==> src/rtl/led_seq_ctrl_pkg.sv <==
// Shared definitions for the LED sequencer family: mode encoding,
// bounce direction and default step timing (100 ms at 50 MHz).
package led_seq_ctrl_pkg;

  // Mode encoding seen on Mode_Sel; also used directly as the FSM state.
  typedef enum logic [1:0] {
    MODE_OFF    = 2'd0,
    MODE_CHASE  = 2'd1,
    MODE_BLINK  = 2'd2,
    MODE_BOUNCE = 2'd3
  } mode_e;

  // Direction of travel for the bounce pattern.
  typedef enum logic {
    DIR_UP   = 1'b0,
    DIR_DOWN = 1'b1
  } dir_e;

  localparam int unsigned DEF_T_STEP = 5_000_000;
  localparam int unsigned DEF_CNT_W  = 23;

endpackage

==> src/rtl/led_step_prescaler.sv <==
// Free-running step prescaler: counts 0..T_STEP-1 and wraps, flagging
// the last count of each step. Reusable by any LED pattern block.
module led_step_prescaler
  import led_seq_ctrl_pkg::*;
#(
  parameter int unsigned T_STEP = DEF_T_STEP,
  parameter int unsigned CNT_W  = DEF_CNT_W
) (
  input  logic             CLK,
  input  logic             RST_n,
  output logic [CNT_W-1:0] o_count,
  output logic             o_tick
);

  // Terminal count held at counter width so the compare never truncates.
  localparam logic [CNT_W-1:0] LAST = CNT_W'(T_STEP - 1);

  logic [CNT_W-1:0] r_count;
  logic             w_tick;

  assign w_tick  = (r_count == LAST);
  assign o_tick  = w_tick;
  assign o_count = r_count;

  // Step counter: wraps to zero on the terminal count.
  always_ff @(posedge CLK or negedge RST_n) begin
    // NOTE: clocked state uses non-blocking assignments so every register
    // samples pre-edge values, independent of block evaluation order.
    if (!RST_n) begin
      r_count <= '0;
    end else if (w_tick) begin
      r_count <= '0;
    end else begin
      r_count <= r_count + 1'b1;
    end
  end

endmodule

==> src/rtl/led_seq_ctrl.sv <==
// LED pattern sequencer: OFF / CHASE / BLINK / BOUNCE on N_LED outputs.
// Mode requests are buffered and applied only on step boundaries so a
// pattern never changes mid-step; LED_Out is registered.
module led_seq_ctrl
  import led_seq_ctrl_pkg::*;
#(
  parameter int unsigned T_STEP = DEF_T_STEP,
  parameter int unsigned CNT_W  = DEF_CNT_W,
  parameter int unsigned N_LED  = 4
) (
  input  logic             CLK,
  input  logic             RST_n,
  input  logic [1:0]       Mode_Sel,
  input  logic             Mode_Req,
  output logic             Mode_Ack,
  output logic             Step_Tick,
  output logic [N_LED-1:0] LED_Out,
  output logic             Busy
);

  localparam int unsigned      POS_W    = $clog2(N_LED);
  localparam logic [POS_W-1:0] POS_MAX  = POS_W'(N_LED - 1);
  // Blink is lit for the first quarter of each step.
  localparam logic [CNT_W-1:0] BLINK_ON = CNT_W'(T_STEP / 4);

  logic [CNT_W-1:0] w_count;
  logic             w_tick;
  logic             w_apply;

  mode_e            r_state, w_state_nxt;
  logic [POS_W-1:0] r_pos, w_pos_nxt;
  dir_e             r_dir, w_dir_nxt;
  logic [N_LED-1:0] w_led_nxt;

  logic             r_pend_valid;
  mode_e            r_pend_mode;

  logic [N_LED-1:0] r_led;
  logic             r_ack;
  logic             r_step_tick;

  led_step_prescaler #(
    .T_STEP (T_STEP),
    .CNT_W  (CNT_W)
  ) u_prescaler (
    .CLK     (CLK),
    .RST_n   (RST_n),
    .o_count (w_count),
    .o_tick  (w_tick)
  );

  // Only a request already pending before this tick is applied; one
  // arriving on the tick itself waits for the next boundary.
  assign w_apply = w_tick & r_pend_valid;

  // Next-state, pattern position and LED pattern for the coming cycle.
  always_comb begin
    // NOTE: every output of this block gets a default first, so no path
    // leaves a signal unassigned and no latch is inferred.
    w_state_nxt = r_state;
    w_pos_nxt   = r_pos;
    w_dir_nxt   = r_dir;
    w_led_nxt   = '0;

    if (w_apply) begin
      // Apply wins over advance: the new pattern always starts at pos 0.
      w_state_nxt = r_pend_mode;
      w_pos_nxt   = '0;
      w_dir_nxt   = DIR_UP;
    end else if (w_tick) begin
      case (r_state)
        MODE_CHASE: w_pos_nxt = r_pos + 1'b1;  // power-of-two N_LED wraps
        MODE_BOUNCE: begin
          if (r_dir == DIR_UP) begin
            if (r_pos == POS_MAX) begin
              w_pos_nxt = r_pos - 1'b1;
              w_dir_nxt = DIR_DOWN;
            end else begin
              w_pos_nxt = r_pos + 1'b1;
            end
          end else begin
            if (r_pos == '0) begin
              w_pos_nxt = r_pos + 1'b1;
              w_dir_nxt = DIR_UP;
            end else begin
              w_pos_nxt = r_pos - 1'b1;
            end
          end
        end
        default: ;  // OFF and BLINK hold pos
      endcase
    end

    case (r_state)
      MODE_CHASE, MODE_BOUNCE: w_led_nxt = N_LED'(1) << r_pos;
      MODE_BLINK:              w_led_nxt = (w_count < BLINK_ON) ? '1 : '0;
      default:                 w_led_nxt = '0;
    endcase
  end

  // FSM state register with pattern position and bounce direction.
  always_ff @(posedge CLK or negedge RST_n) begin
    if (!RST_n) begin
      r_state <= MODE_OFF;
      r_pos   <= '0;
      r_dir   <= DIR_UP;
    end else begin
      r_state <= w_state_nxt;
      r_pos   <= w_pos_nxt;
      r_dir   <= w_dir_nxt;
    end
  end

  // Request capture: last request wins; a new request outranks clearing.
  always_ff @(posedge CLK or negedge RST_n) begin
    if (!RST_n) begin
      r_pend_valid <= 1'b0;
      r_pend_mode  <= MODE_OFF;
    end else if (Mode_Req) begin
      r_pend_valid <= 1'b1;
      r_pend_mode  <= mode_e'(Mode_Sel);
    end else if (w_apply) begin
      r_pend_valid <= 1'b0;
    end
  end

  // Registered outputs: LED drive, apply acknowledge and step tick.
  always_ff @(posedge CLK or negedge RST_n) begin
    if (!RST_n) begin
      r_led       <= '0;
      r_ack       <= 1'b0;
      r_step_tick <= 1'b0;
    end else begin
      r_led       <= w_led_nxt;
      r_ack       <= w_apply;
      r_step_tick <= w_tick;
    end
  end

  assign LED_Out   = r_led;
  assign Mode_Ack  = r_ack;
  assign Step_Tick = r_step_tick;
  assign Busy      = r_pend_valid;

endmodule

==> config.mk <==
export PLATFORM = sky130hd
export DESIGN_NAME = led_seq_ctrl
export DESIGN_NICKNAME = d
export VERILOG_FILES = /design/src/rtl/led_seq_ctrl_pkg.sv /design/src/rtl/led_step_prescaler.sv /design/src/rtl/led_seq_ctrl.sv
export SDC_FILE = /design/constraint.sdc
export NUM_CORES = 1
export LEC_CHECK = 0
export ABC_AREA = 1
export ABC_CLOCK_PERIOD_IN_PS = 3030
export BUFFER_PORTS_ARGS = -buffer_cell sky130_fd_sc_hd__buf_2
export CELL_PAD_IN_SITES_DETAIL_PLACEMENT = 1
export CELL_PAD_IN_SITES_GLOBAL_PLACEMENT = 1
export CORE_MARGIN = 2
export CORE_UTILIZATION = 48
export DETAILED_ROUTE_END_ITERATION = 10
export MAX_ROUTING_LAYER = met4
export PLACE_DENSITY = 0.87
export SETUP_SLACK_MARGIN = 0.1
export SLEW_MARGIN = 20
export SYNTH_ARGS = -nofsm -noshare
export SYNTH_HDL_FRONTEND = slang
export SYNTH_SLANG_ARGS = --single-unit
==> constraint.sdc <==
create_clock -name CLK -period 3.03 [get_ports CLK]
set_input_delay 0.303 -clock CLK [delete_from_list [all_inputs] [get_ports CLK]]
set_output_delay 0.303 -clock CLK [all_outputs]
set_load 0.03 [all_outputs]
==> impl_metrics.yaml <==
global_route:
  grt_start_max_net_pins: 38
  grt_pass1_vias: 2046
  grt_pass1_wl_um: 10100
  grt-ovfl-total: 0
  antenna_found_initial: 0
  grt_usage: 0.264
critical_path:
  crit_path_end_kind: "flop"
  crit_family: "simple AND/OR/NAND/NOR gates"
  slowest_delay_ps: 410
  path_cells: "ha_1 > nand2_1 > nor2_1 > nand2_1 > nor2_1 > a31oi_1 > nor2_1"
  r2r_end: "u_prescaler.o_count[18]"
  crit_top_cell: "nor2_1"
  cp_data_required_time_ps: 3260
  crit_path_top_delay_cell: "dfrtp_1"
  arrival_ps: 1840
  crit-reg2reg-launch: "u_prescaler.o_count[0]"
  critical_path_class: "flop to flop"
  cp_max_fo: 5
  path_buf_inv: 0
  start_kind: "flop"
  rrSetupSlack_ps: 1420
  r2r_cells: 7
route:
  wl_um: 5990
  drt_iter0_drc: 103
  firstDrtPassIters: 4
  vias: 1993
  vias_per_cell: 5.39
  ant_nets: 0
  post-route-drc-count: 0
  drt-wirelength-per-cell_um: 16.2
die:
  floorplan.initialDensity: 0.503
  fp.coreArea_um2: 4410
  rows: 24
  die_area_um2: 5180
  ios: 12
  die_w_um: 72.0
  fp.dieH_um: 72.0
finish:
  drive_gt1_frac: 0.151
  diodes: 0
  layoutNonFillerInstCount: 370
  fill_cells: 580
  area_growth_pct: 11.4
  fin_nets: 328
sta:
  slew_headroom: 0.436
  fmaxAchievable_mhz: 623
  final_max_slew_viol_count: 0
  setup_viol: 0
  setup_tns_ps: 0
  period_minus_slack_ps: 1610
  finClkSkew_ps: 5.25
  worstMarginPinSlew_ps: 846
  rsz0062_at_grt: "false"
  period_share: 0.530
  finalHoldViolCount: 0
logic_synthesis:
  synth_edf_count: 0
  seq_area_frac_synth: 0.417
  synth_cell_type_count: 31
  yosysTopAreaCell: "dfrtp_1"
  syn_nets: 311
  ys_top_cells_by_area: "dfrtp_1, nand2_1, nor2_1, inv_1, ha_1"
  synthTopCellsByCount: "nand2_1, nor2_1, dfrtp_1"
  synth-seq-cells: 37
  syn_avg_cell_area_um2: 7.39
  synth_most_common_cell: "nand2_1"
  syn_area_um2: 2220
  synth.top_cell.area_share: 0.417
  synth_cells: 300
  ys_warn_count: 0
  async_reset_ff_frac: 1.00
  synth_ff_type: "dfrtp_1"
clocking:
  cts_tree: "yes"
  cts_buffers: 5
  clk_pin_slew_worst_paths_ps: 80
  post_cts_buffers: 0
  htree_levels: 2
  holdBufCountCts: 0
  cts.sink_count: 37
  clock_tree.root_cell: "clkbuf_8"
  ctsResizeCount: 0
  clk-insertion-delay-late_ps: 300
  clockBufferDepth: 2
place:
  dpl.hpwl_um: 4600
  dp_cells: 362
  gp_congestion: 0.952
  port_buffers: 11
pwr:
  power.density_nw_per_um2: 421
  p_leak_nw: 1.27
  peakVddDrop_v: 0.000334
worst_hold_path:
  hold_path.class: "input pin to async pin"
job:
  maxCapViolations: 0
status:
  status: "finished clean"
kinds of logic after synthesis:
logic type	after synthesis	synth area share
xor+xnor	9	0.0355
simple gates	184	0.377
buf+inv	42	0.0716
flops	37	0.417
compound gates	20	0.0541
fa+ha+maj	6	0.0338
mux	2	0.0102
final cells by class:
class                   count  area, µm²  area share
multi-input cells         221       1130       0.459
flip-flops and latches     37        926       0.375
inverters                  41        154      0.0623
clock buffers               5       68.8      0.0278
clock inverters             3       68.8      0.0278
well taps                  52       65.1      0.0263
repair buffers             11       55.1      0.0223
sequential cells by signal (all words and copies together), names as in the netlist, 2 cells and up:
register,flops
r_state,2
r_pend_mode,2
r_pos,2
LED_Out,4
u_prescaler.o_count,23
worst reg2reg max path: cells and delay by family (launching register included):
kind	cells	cell delay, ps
simple gates	5	740
flops	1	410
fa+ha+maj	1	250
compound gates	1	140
per-stage QoR:
step / total power, mW / worst slack [ps] / hold WS (ps) / instance area (µm²) / utilization
after floorplan: 0.510 / 1660 / 7.41 / 2220 / -
after global placement: 0.523 / 1550 / 448 / 2330 / 0.529
after detailed placement: 0.524 / 1440 / 459 / 2330 / 0.529
after CTS: 1.05 / 1440 / 141 / 2470 / 0.560
after global routing: 1.07 / 1280 / 167 / 2470 / 0.560
final: 1.04 / 1420 / 99.1 / 2470 / 0.560
cell usage in the layout (no fill, tap or decap), drive strengths merged:
master / count
o21ai: 8
and3: 1
inv: 42
dfrtp: 37
o211ai: 2
a21oi: 6
bufinv: 2
or2: 1
xor2: 8
mux2: 2
a31oi: 1
xnor2: 1
ha: 6
nor2: 63
nor3: 4
o21bai: 2
nand4: 7
o211a: 1
nand3b: 1
buf: 11
nand2: 94
nand3: 13
clkbuf: 5
metal layers:
layer	vias up	share of wire	global-route usage
li1	959	-	-
met1	977	0.45	0.341
met2	44	0.49	0.425
met3	13	0.044	0.0583
met4	0	0.016	0.0629
met5	-	0	-
power by group:
group	total [mW]	switching, mW	internal (mW)
logic	0.0155	0.0111	0.00436
clock network	0.528	0.196	0.331
registers	0.497	0.00135	0.496
total	1.04	0.209	0.832
how the worst max path moves through the flow:
stage / startpoint / depth (start not counted) / slack (ps) / to
after floorplan: u_prescaler.o_count[0] / 8 / 1660 / r_pos[0]
after global placement: u_prescaler.o_count[0] / 6 / 1550 / u_prescaler.o_count[10]
after detailed placement: u_prescaler.o_count[0] / 8 / 1440 / r_pos[1]
after CTS: u_prescaler.o_count[0] / 8 / 1440 / r_pos[1]
after global routing: u_prescaler.o_count[0] / 7 / 1280 / u_prescaler.o_count[18]
final: u_prescaler.o_count[0] / 7 / 1420 / u_prescaler.o_count[18]
Note: power is estimated with default switching activity, not from simulation.
